## config.mk

```make
export PLATFORM = sky130hd
export DESIGN_NAME = seq_mux_nx1_flat
export DESIGN_NICKNAME = d
export VERILOG_FILES = /design/src/rtl/seq_mux_if.sv /design/src/rtl/seq_mux_nx1.sv /design/src/flat_wrapper.sv
export SDC_FILE = /design/constraint.sdc
export NUM_CORES = 1
export LEC_CHECK = 0
export BUFFER_PORTS_ARGS = -buffer_cell sky130_fd_sc_hd__buf_2
export CORE_ASPECT_RATIO = 1.2
export CORE_MARGIN = 5
export CORE_UTILIZATION = 54
export DETAILED_ROUTE_END_ITERATION = 6
export GPL_TIMING_DRIVEN = 1
export PLACE_DENSITY = 0.8
export RECOVER_POWER = 50
export SLEW_MARGIN = 20
export SYNTH_ARGS = -nofsm -noshare
export SYNTH_HDL_FRONTEND = slang
export SYNTH_SLANG_ARGS = --single-unit
```

## constraint.sdc

```tcl
create_clock -name clk -period 7.6 [get_ports clk]
set_input_delay 0.38 -clock clk [delete_from_list [all_inputs] [get_ports clk]]
set_output_delay 0.38 -clock clk [all_outputs]
set_load 0.03 [all_outputs]
```

## src/rtl/seq_mux_if.sv

```systemverilog
// seq_mux_if: bundles the data, handshake and status signals of seq_mux_nx1.
//   in_bus/sel/mode/in_valid/start/out_ready : driven by the master (requester)
//   in_ready/out_data/out_idx/out_valid/busy/done/sel_err : driven by the slave (mux)
//   out_par : present only when SEQ_MUX_PARITY_EN is defined
interface seq_mux_if #(
    parameter int WIDTH    = 8,
    parameter int CHANNELS = 16
);
    localparam int SEL_W = $clog2(CHANNELS);

    logic [CHANNELS*WIDTH-1:0] in_bus;
    logic [SEL_W-1:0]          sel;
    logic                      mode;
    logic                      in_valid;
    logic                      in_ready;
    logic                      start;
    logic [WIDTH-1:0]          out_data;
    logic [SEL_W-1:0]          out_idx;
    logic                      out_valid;
    logic                      out_ready;
    logic                      busy;
    logic                      done;
    logic                      sel_err;
`ifdef SEQ_MUX_PARITY_EN
    logic                      out_par;
`endif

    modport slave (
        input  in_bus, sel, mode, in_valid, start, out_ready,
        output in_ready, out_data, out_idx, out_valid, busy, done, sel_err
`ifdef SEQ_MUX_PARITY_EN
        , output out_par
`endif
    );

    modport master (
        output in_bus, sel, mode, in_valid, start, out_ready,
        input  in_ready, out_data, out_idx, out_valid, busy, done, sel_err
`ifdef SEQ_MUX_PARITY_EN
        , input out_par
`endif
    );
endinterface

```

## src/rtl/seq_mux_nx1.sv

```systemverilog
// seq_mux_nx1: N-to-1 channel mux with a direct (select) mode and a scan mode
// that snapshots all channels and streams them out in order.
//   clk   : rising-edge clock
//   rst_n : asynchronous active-low reset
//   bus   : seq_mux_if.slave (inputs, valid/ready output register, status)
//   Optional macro SEQ_MUX_PARITY_EN adds bus.out_par, even parity of out_data.
module seq_mux_nx1 #(
    parameter int WIDTH    = 8,
    parameter int CHANNELS = 16
) (
    input logic      clk,
    input logic      rst_n,
    seq_mux_if.slave bus
);
    localparam int SEL_W = $clog2(CHANNELS);

    typedef enum logic [1:0] {IDLE, SCAN, DRAIN} state_t;

    state_t                    state, state_d;
    logic [SEL_W-1:0]          idx;
    logic [CHANNELS*WIDTH-1:0] snap;
    logic                      slot_free, load_d, load_s, take, sel_bad;
    logic [WIDTH-1:0]          data_d;

    assign slot_free    = !bus.out_valid || bus.out_ready;
    assign bus.in_ready = state == IDLE && !bus.mode && slot_free;
    assign bus.busy     = state != IDLE;
    assign load_d       = bus.in_valid && bus.in_ready;
    assign load_s       = state == SCAN && slot_free;
    assign take         = state == IDLE && bus.mode && bus.start;
    assign sel_bad      = int'(bus.sel) >= CHANNELS;
    // Out-of-range selects never reach the part-select result.
    assign data_d = load_s  ? snap[idx*WIDTH +: WIDTH] :
                    sel_bad ? '0 : bus.in_bus[bus.sel*WIDTH +: WIDTH];

    always_comb begin
        state_d = state;
        case (state)
            IDLE:    state_d = take ? SCAN : IDLE;
            SCAN:    state_d = (load_s && idx == SEL_W'(CHANNELS-1)) ? DRAIN : SCAN;
            DRAIN:   state_d = (bus.out_valid && bus.out_ready) ? IDLE : DRAIN;
            default: state_d = IDLE;
        endcase
    end

    always_ff @(posedge clk or negedge rst_n) begin
        if (!rst_n) state <= IDLE;
        else        state <= state_d;
    end

    always_ff @(posedge clk or negedge rst_n) begin
        if (!rst_n)      idx <= '0;
        else if (take)   idx <= '0;
        else if (load_s) idx <= idx + 1'b1;
    end

    // Snapshot survives reset on purpose; it is reloaded on every scan start.
    always_ff @(posedge clk) begin
        if (take) snap <= bus.in_bus;
    end

    always_ff @(posedge clk or negedge rst_n) begin
        if (!rst_n) begin
            bus.out_data  <= '0;
            bus.out_idx   <= '0;
            bus.out_valid <= 1'b0;
            bus.sel_err   <= 1'b0;
            bus.done      <= 1'b0;
`ifdef SEQ_MUX_PARITY_EN
            bus.out_par   <= 1'b0;
`endif
        end else begin
            bus.done <= state == DRAIN && bus.out_valid && bus.out_ready;
            if (load_d || load_s) begin
                bus.out_data  <= data_d;
                bus.out_idx   <= load_s ? idx : bus.sel;
                bus.out_valid <= 1'b1;
                bus.sel_err   <= load_d && sel_bad;
`ifdef SEQ_MUX_PARITY_EN
                bus.out_par   <= ^data_d;
`endif
            end else if (bus.out_ready) begin
                bus.out_valid <= 1'b0;
                bus.sel_err   <= 1'b0;
            end
        end
    end
endmodule

```

## src/flat_wrapper.sv

```systemverilog
// flat-port wrapper written by rule: the top's interface ports become plain ports
module seq_mux_nx1_flat 
#(
    parameter int WIDTH    = 8,
    parameter int CHANNELS = 16
)
  (clk, rst_n, bus_in_bus, bus_sel, bus_mode, bus_in_valid, bus_start, bus_out_ready, bus_in_ready, bus_out_data, bus_out_idx, bus_out_valid, bus_busy, bus_done, bus_sel_err);
  seq_mux_if #(.WIDTH(WIDTH), .CHANNELS(CHANNELS)) bus_i ();
  input logic clk;
  input logic rst_n;
  input wire logic [$bits(bus_i.in_bus)-1:0] bus_in_bus;
  input wire logic [$bits(bus_i.sel)-1:0] bus_sel;
  input wire logic [$bits(bus_i.mode)-1:0] bus_mode;
  input wire logic [$bits(bus_i.in_valid)-1:0] bus_in_valid;
  input wire logic [$bits(bus_i.start)-1:0] bus_start;
  input wire logic [$bits(bus_i.out_ready)-1:0] bus_out_ready;
  output wire logic [$bits(bus_i.in_ready)-1:0] bus_in_ready;
  output wire logic [$bits(bus_i.out_data)-1:0] bus_out_data;
  output wire logic [$bits(bus_i.out_idx)-1:0] bus_out_idx;
  output wire logic [$bits(bus_i.out_valid)-1:0] bus_out_valid;
  output wire logic [$bits(bus_i.busy)-1:0] bus_busy;
  output wire logic [$bits(bus_i.done)-1:0] bus_done;
  output wire logic [$bits(bus_i.sel_err)-1:0] bus_sel_err;
  assign bus_i.in_bus = bus_in_bus;
  assign bus_i.sel = bus_sel;
  assign bus_i.mode = bus_mode;
  assign bus_i.in_valid = bus_in_valid;
  assign bus_i.start = bus_start;
  assign bus_i.out_ready = bus_out_ready;
  assign bus_in_ready = bus_i.in_ready;
  assign bus_out_data = bus_i.out_data;
  assign bus_out_idx = bus_i.out_idx;
  assign bus_out_valid = bus_i.out_valid;
  assign bus_busy = bus_i.busy;
  assign bus_done = bus_i.done;
  assign bus_sel_err = bus_i.sel_err;
  seq_mux_nx1 #(.WIDTH(WIDTH), .CHANNELS(CHANNELS)) u_core (.clk(clk), .rst_n(rst_n), .bus(bus_i));
endmodule
```

==> impl_summary.log, run 1 <==
[metrics] final count of hold timing violations: 0
[metrics] Clk pwr share: 30.0%
[metrics] kind of start point of the critical path: flip-flop
[metrics] share of flip-flops with an asynchronous set or reset: 13.5%
[metrics] peak supply drop: 0.174 mV
[metrics] leading cell types by count after synthesis: edfxtp_1, mux4_2, mux2i_1, dfrtp_1, mux2_2
[metrics] dominant cell type by area after synthesis: edfxtp_1
[metrics] combinational cell fraction of total power: 28.8%
[metrics] Wirelength per Cell: 22.6 um
[metrics] number of enable-type register cells in the synthesized netlist: 128
[metrics] Total Negative Setup Slacks: 0 ns
[metrics] r2r worst-path depth: 5
[metrics] router iterations before antenna repair: 4
[metrics] Max Clk Rate: 0.362 GHz
[metrics] cell-by-cell listing of the critical path: buf_4 > mux4_1 > mux2_2 > a22oi_1 > o211ai_1
[metrics] Hold Crit Start: bus_in_bus[122]
[metrics] number of clock buffers inserted by TritonCTS: 17
[metrics] Tightest Pin Transition: 1.13 ns
[metrics] Critical Path Stages: 5
[metrics] die area: 15100 um^2
[metrics] number of endpoints failing setup at the final stage: 0
[metrics] Die Span Y: 134 um
[metrics] Power Density: 322 nW/um^2
[metrics] CTS clock-pin slew for the worst setup and hold paths: 0.06 ns
[metrics] number of buffers on the longest clock path: 2
[metrics] Max FO, Critical Path: 26
[metrics] unrepaired setup endpoints after global routing: false
[metrics] delay of the slowest critical-path stage: 0.75 ns
[metrics] DP Wirelength: 11300 um
[metrics] CP Data Arrival Time: 3.03 ns
[metrics] leakage power summed over all cells: 2.93 nW
[metrics] clock latency of the later-clocked register in the worst-skew pair: 0.41 ns
[metrics] FF-to-FF Start: u_core.idx[0]$_DFFE_PN0P_
[metrics] number of diodes: 0
[metrics] routability-driven placement congestion ratio: 0.818
[metrics] slowest cell on the critical path: dfrtp_2
[metrics] switching power share of the total: 31.4%
[metrics] cell family with the largest share of critical-path delay: multiplexers
[metrics] final cycle utilization of the critical path: 36.3%
[metrics] DRC: 0
[metrics] GR Overflow Total: 0
[metrics] num ports: 155
[metrics] vias in the first global route: 4738
[metrics] initial standard-cell utilization of the core: 54.8%
[metrics] x dimension of the die: 113 um
[metrics] number of standard-cell rows in the floorplan: 45
[metrics] fraction of layout cells with a size suffix above 1: 31.0%
[metrics] pins over their slew limit: 0
[metrics] cell count after synthesis: 380
[metrics] worst setup path start: u_core.idx[0]$_DFFE_PN0P_
[metrics] syn_area_per_cell: 18.1 um^2
[metrics] final layout net count: 674
[metrics] type of the worst min-delay path: input port to flip-flop
[metrics] share of Yosys cell area claimed by the top area cell type: 55.9%
[metrics] initial antenna violation count: 0
[metrics] part of the total power dissipated in sequential elements: 41.2%
[metrics] Worst Path Required: 7.87 ns
[metrics] count of unique library cells instantiated by Yosys: 38
[metrics] combined buffer and inverter count along the critical path: 1
[metrics] maximum level of the CTS H-tree: 4
[metrics] total internal power: 1.82 mW
[metrics] sequential cell area fraction in the yosys report: 63.2%
[metrics] Worst setup endpoint: u_core.bus.out_data[3]$_DFFE_PN0P_
[metrics] result of the run: completed
[metrics] core box area: 12600 um^2
[metrics] post-detailed-route via-to-cell ratio: 6.03
[metrics] worst setup slack for register-to-register paths: 4.84 ns
[metrics] count of yosys warnings during synthesis: 0
[metrics] vias after detailed routing: 4293
[metrics] Final Routed Wirelength: 16100 um
[metrics] endpoint kind of the worst setup timing path: flip-flop
[metrics] clock tree from TritonCTS: done
[metrics] total of max-cap violations: 0
[metrics] number of setup buffers added after CTS: 0
[metrics] maximum number of pins on one net before global-route repair: 77
[metrics] capturing point of the worst reg2reg path: u_core.bus.out_data[3]$_DFFE_PN0P_
[metrics] Overall Power: 2.65 mW
[metrics] sw power: 831 uW
[metrics] Sink Count: 148
[metrics] relative slew slack: 25.0%
[metrics] overall track demand over capacity in global routing: 22.0%
[metrics] Synth Flop Type: edfxtp_1
[metrics] clock period minus worst slack: 2.76 ns
[metrics] maximum clock skew at final layout: 0.00690 ns
[metrics] post-synthesis instance area: 6880 um^2
[metrics] most frequently used cell type in the post-synthesis netlist: edfxtp_1
[metrics] global-route wire length before repair: 25200 um
[metrics] synth top area cells: edfxtp_1, mux4_2, dfrtp_1
[metrics] # fillers: 906
[metrics] type of the setup path with the least slack: flip-flop to flip-flop
[metrics] number of storage elements in the synthesis netlist: 148
[metrics] tightest hold margin: 0.153 ns
[metrics] Antenna Violating Nets Remaining: 0
[metrics] post-synth net total: 519
[metrics] layout overhead on the synthesized area: 19.7%
[metrics] clock root cell: clkbuf_16
[metrics] # port buffers: 153
[metrics] violation count after the first detailed-route iteration: 264
[per-layer routing]
metal	share of wire, %	global-route usage [%]	vias to the layer above
li1	-	-	1908
met1	38	27.7	2165
met2	52	37.1	189
met3	7.1	5.45	31
met4	2.7	8.22	0
met5	0	0	-
[metrics by stage]
stage | util (%) | cells | area, um^2 | worst slack (ns)
floorplan | - | 380 | 6880 | 0.601
finish | 65.6 | 712 | 8230 | 4.84
CTS | 66.4 | 712 | 8340 | 4.80
detailed placement | 61.8 | 679 | 7760 | 4.82
global route | 65.6 | 712 | 8230 | 4.61
global placement | 61.8 | 679 | 7760 | 4.96
[power by group through the flow]
stage	Sequential, mW	Combinational (mW)	Clock (mW)
3_5_place_dp	1.11	0.767	0
3_3_place_gp	1.10	0.745	0
4_1_cts	1.09	0.777	0.803
2_1_floorplan	1.12	0.548	0
5_1_grt	1.10	0.824	0.840
6_report	1.09	0.762	0.795
[final cells by class]
| cell class | count | area, um^2 | share of cell area, % |
|---|---|---|---|
| flip-flops and latches | 148 | 4350 | 52.8 |
| multi-input cells | 201 | 2370 | 28.8 |
| repair buffers | 160 | 714 | 8.68 |
| clock buffers | 18 | 429 | 5.21 |
| well taps | 164 | 205 | 2.49 |
| clock inverters | 14 | 139 | 1.69 |
| inverters | 7 | 26.3 | 0.319 |
[state kept, by name, summed over array words and instances (netlist names)]
| name | cells |
|---|---|
| u_core.idx | 4 |
| u_core.bus.out_valid | 1 |
| u_core.bus.out_idx | 4 |
| u_core.bus.out_data | 8 |
| u_core.bus.done | 1 |
| u_core.snap | 128 |
| u_core.state | 2 |
[logic make-up (layout without fill, tap and decap cells)]
group           after synthesis  in the layout  synth area share (%)
flops                       148            148                  63.2
mux                         102            102                  25.2
simple gates                 55             55                  4.28
compound gates               39             39                  4.22
buf+inv                      31            199                  2.49
xor+xnor                      3              3                 0.382
fa+ha+maj                     1              1                 0.182
other cells                   1              1                0.0545
[layout by cell type, fill, tap and decap left out, drive strengths merged]
master	synthesis	layout
edfxtp	128	128
clkbuf	6	103
buf	18	74
mux4	52	52
mux2i	32	32
dfrtp	20	20
mux2	18	18
nand2	16	16
a22oi	14	14
nand2b	8	8
inv	7	7
nor2	7	7
clkinvlp	0	6
clkinv	0	6
nor2b	5	5
o21ai	5	5
nand4	5	5
o211ai	5	5
a32oi	4	4
nand3	3	3
and3	3	3
a222oi	3	3
nor3	3	3
a21oi	2	2
nor4	2	2
a211o	2	2
o22ai	2	2
o221ai	2	2
xor2	2	2
bufinv	0	2
or2	1	1
and4	1	1
xnor2	1	1
and2	1	1
ha	1	1
conb	1	1
dlygate4sd3	0	1
[worst register-to-register path, stage by stage (launching register included)]
cell and delay, ns:
dfrtp_2 0.75, buf_4 0.52, mux4_1 0.64, mux2_2 0.28, a22oi_1 0.29, o211ai_1 0.14
[how the worst min path moves through the flow]
stage,end,slack [ns],cells past startpoint
after floorplan,u_core.bus.done$_DFF_PN0_,0.08,0
after global placement,u_core.bus.out_idx[3]$_DFFE_PN0P_,0.36,1
after detailed placement,u_core.bus.out_idx[3]$_DFFE_PN0P_,0.36,1
after CTS,u_core.snap[122]$_DFFE_PN_,0.14,1
after global routing,u_core.snap[122]$_DFFE_PN_,0.14,1
final,u_core.snap[122]$_DFFE_PN_,0.15,1
[what timing repair did]
action                                  in CTS  in global routing
resized for setup                            0                  0
hold buffers                                 1                  0
endpoints found under the hold margin       20                  0
endpoints found under the setup margin       0                  0
No activity file was read; power rests on OpenSTA's default activity.
==> run 2, diff against run 1 <==
--- a/config.mk
+++ b/config.mk
@@ -5,13 +5,14 @@
 export SDC_FILE = /design/constraint.sdc
 export NUM_CORES = 1
 export LEC_CHECK = 0
+export ABC_AREA = 1
 export BUFFER_PORTS_ARGS = -buffer_cell sky130_fd_sc_hd__buf_2
 export CORE_ASPECT_RATIO = 1.2
 export CORE_MARGIN = 5
-export CORE_UTILIZATION = 54
+export CORE_UTILIZATION = 50
 export DETAILED_ROUTE_END_ITERATION = 6
 export GPL_TIMING_DRIVEN = 1
-export PLACE_DENSITY = 0.8
+export PLACE_DENSITY = 0.77
 export RECOVER_POWER = 50
 export SLEW_MARGIN = 20
 export SYNTH_ARGS = -nofsm -noshare
==> constraint.sdc (replaced) <==
create_clock -name clk -period 2.2 [get_ports clk]
set_input_delay 0.11 -clock clk [delete_from_list [all_inputs] [get_ports clk]]
set_output_delay 0.11 -clock clk [all_outputs]
set_load 0.03 [all_outputs]
==> impl_summary.log, run 2 <==
[metrics] result of the run: completed
[metrics] clock period minus worst slack: 1.71 ns
[metrics] total of max-cap violations: 0
[metrics] post-synth net total: 1072
[metrics] Total Negative Setup Slacks: 0 ns
[metrics] die area: 17900 um^2
[metrics] layout overhead on the synthesized area: 35.0%
[metrics] core box area: 15000 um^2
[metrics] fraction of the mapped netlist area in adder cells: 0.163%
[metrics] delay of the slowest critical-path stage: 0.43 ns
[metrics] number of standard-cell rows in the floorplan: 49
[metrics] DP Wirelength: 15000 um
[metrics] vias after detailed routing: 7399
[metrics] final cycle utilization of the critical path: 77.6%
[metrics] clock tree from TritonCTS: done
[metrics] global-route wire length before repair: 37600 um
[metrics] maximum number of pins on one net before global-route repair: 55
[metrics] syn_area_per_cell: 8.21 um^2
[metrics] Max FO, Critical Path: 28
[metrics] slowest cell on the critical path: dfrtp_1
[metrics] peak supply drop: 0.574 mV
[metrics] most common cell after layout, fill and taps aside: nand2_1
[metrics] footprint of the multi-input gates: 2640 um^2
[metrics] most frequently used cell type in the post-synthesis netlist: nand2_1
[metrics] kind of start point of the critical path: flip-flop
[metrics] Clk pwr share: 26.3%
[metrics] cell count after synthesis: 933
[metrics] part of the total power dissipated in sequential elements: 36.4%
[metrics] number of flip-flops under the largest register name: 128
[metrics] tightest hold margin: 0.0166 ns
[metrics] total internal power: 6.31 mW
[metrics] Max Clk Rate: 0.586 GHz
[metrics] number of buffers on the longest clock path: 2
[metrics] CTS clock-pin slew for the worst setup and hold paths: 0.06 ns
[metrics] largest register by flop count: u_core.snap
[metrics] combinational cell fraction of total power: 37.3%
[metrics] clock root cell: clkbuf_16
[metrics] overall track demand over capacity in global routing: 27.2%
[metrics] Tightest Pin Transition: 1.21 ns
[metrics] Final Routed Wirelength: 23900 um
[metrics] post-CTS sizing: 0
[metrics] highest-count cells in the layout ignoring fill and taps: nand2_1, dlygate4sd3_1, nand3_1, edfxtp_1, clkbuf_1
[metrics] number of enable-type register cells in the synthesized netlist: 128
[metrics] violation count after the first detailed-route iteration: 737
[metrics] routability-driven placement congestion ratio: 0.897
[metrics] type of the worst min-delay path: input port to flip-flop
[metrics] Sink Count: 148
[metrics] DRC: 0
[metrics] cell area reported after detailed placement: 8640 um^2
[metrics] Wirelength per Cell: 16.7 um
[metrics] mux cell area share after synthesis: 0%
[metrics] sequential cell area fraction in the yosys report: 56.7%
[metrics] leakage power summed over all cells: 4.60 nW
[metrics] final layout net count: 1348
[metrics] router iterations before antenna repair: 5
[metrics] number of storage elements in the synthesis netlist: 148
[metrics] x dimension of the die: 123 um
[metrics] fraction of layout cells with a size suffix above 1: 8.18%
[metrics] Synth Flop Type: edfxtp_1
[metrics] endpoint kind of the worst setup timing path: flip-flop
[metrics] switching power share of the total: 38.8%
[metrics] leading cell types by count after synthesis: nand2_1, nand3_1, edfxtp_1, inv_1, nor2_1
[metrics] largest family of logic cells by synthesized area: simple AND/OR/NAND/NOR gates
[metrics] GR Overflow Total: 0
[metrics] Synth Area in XOR/XNOR: 0%
[metrics] number of clock buffers inserted by TritonCTS: 17
[metrics] sw power: 4.01 mW
[metrics] post-synthesis instance area: 7660 um^2
[metrics] share of flip-flops with an asynchronous set or reset: 13.5%
[metrics] dominant cell type by area after synthesis: edfxtp_1
[metrics] relative slew slack: 19.5%
[metrics] Worst Path Required: 2.29 ns
[metrics] count of unique library cells instantiated by Yosys: 25
[metrics] final count of hold timing violations: 0
[metrics] Antenna Violating Nets Remaining: 0
[metrics] clock latency of the later-clocked register in the worst-skew pair: 0.42 ns
[metrics] share of the synthesized area in compound gates (AO/OA/AOI/OAI): 3.66%
[metrics] cell-by-cell listing of the critical path: nor2_4 > nand3_4 > clkinvlp_4 > buf_4
[metrics] placed cell count: 1264
[metrics] initial standard-cell utilization of the core: 51.0%
[metrics] synth top area cells: edfxtp_1, nand2_1, nand3_1
[metrics] share of Yosys cell area claimed by the top area cell type: 50.2%
[metrics] maximum clock skew at final layout: 0.0105 ns
[metrics] # port buffers: 153
[metrics] vias in the first global route: 7332
[metrics] maximum level of the CTS H-tree: 4
[metrics] Finished Layout Cells: 1426
[metrics] FF/Latch Area: 4350 um^2
[metrics] number of endpoints failing setup at the final stage: 0
[metrics] Overall Power: 10.3 mW
[metrics] final worst setup slack: 0.494 ns
[metrics] post-detailed-route via-to-cell ratio: 5.19
[metrics] unrepaired setup endpoints after global routing: false
[metrics] fraction of the mapped netlist area in simple logic gates: 30.5%
[metrics] num ports: 155
[metrics] CP Data Arrival Time: 1.79 ns
[metrics] number of diodes: 0
[metrics] Die Span Y: 146 um
[metrics] DP Worst Slack: 0.486 ns
[metrics] initial antenna violation count: 0
[metrics] Power Density: 998 nW/um^2
[metrics] pins over their slew limit: 0
[metrics] # fillers: 1185
[metrics] count of yosys warnings during synthesis: 0
[metrics] largest registers in the final layout: u_core.snap (128), u_core.bus.out_data (8)
[metrics] Finished Cell Area: 10300 um^2
[metrics] end-of-flow core utilization: 68.8%
[metrics] type of the setup path with the least slack: flip-flop to flip-flop
[run 2: what timing repair did]
action | in CTS | in global routing
hold buffers | 130 | 0
setup endpoints to repair | 0 | 0
hold endpoints to repair | 149 | 0
setup buffers | 0 | 0
[run 2: path summary, 6_finish.rpt]
| path | depth (start not counted) | slack (ns) | to | startpoint |
|---|---|---|---|---|
| min | 3 | 0.02 | u_core.state[0]$_DFF_PN0_ | bus_start |
| min in group asynchronous | 2 | 0.47 | u_core.bus.done$_DFF_PN0_ | rst_n |
| max reg2reg | 4 | 0.49 | u_core.snap[64]$_DFFE_PN_ | u_core.state[1]$_DFF_PN0_ |
| max in group asynchronous | 2 | 0.92 | u_core.idx[0]$_DFFE_PN0P_ | rst_n |
| min reg2reg | 2 | 0.52 | u_core.bus.out_idx[3]$_DFFE_PN0P_ | u_core.bus.out_idx[3]$_DFFE_PN0P_ |
| max | 4 | 0.49 | u_core.snap[64]$_DFFE_PN_ | u_core.state[1]$_DFF_PN0_ |
[run 2: kinds of logic after synthesis]
kind of cell / after synthesis
AOI/OAI and AO/OA: 53
adders and majority gates: 1
buffers and inverters: 161
DFF: 148
other: 1
and+or+nand+nor: 569
[run 2: power by group through the flow]
stage	Clock (mW)	Combinational, mW	Sequential (mW)
2_1_floorplan	0	2.42	3.93
3_3_place_gp	0	3.59	3.79
3_5_place_dp	0	3.64	3.80
4_1_cts	2.70	3.84	3.75
5_1_grt	2.85	4.25	3.78
6_report	2.71	3.85	3.76
[run 2: metal layers]
layer | part of all wire [%] | track usage (%)
met5 | 0 | 0
met4 | 4.9 | 13.7
met3 | 8.4 | 4.70
met2 | 50 | 46.6
met1 | 36 | 32.7
[run 2: area by class of cell]
cell class | instances | share of cell area, %
Timing Repair Buffer | 305 | 20.5
Multi-Input combinational cell | 624 | 25.6
Sequential cell | 148 | 42.0
Clock buffer | 19 | 4.19
Tap cell | 204 | 2.47
Clock inverter | 13 | 1.08
Inverter | 113 | 4.14
[run 2: worst max-delay path, delay by kind of cell, from the launching register on]
| family | cells | cell delay (ns) |
|---|---|---|
| and+or+nand+nor | 2 | 0.31 |
| buffers and inverters | 2 | 0.63 |
| DFF | 1 | 0.43 |
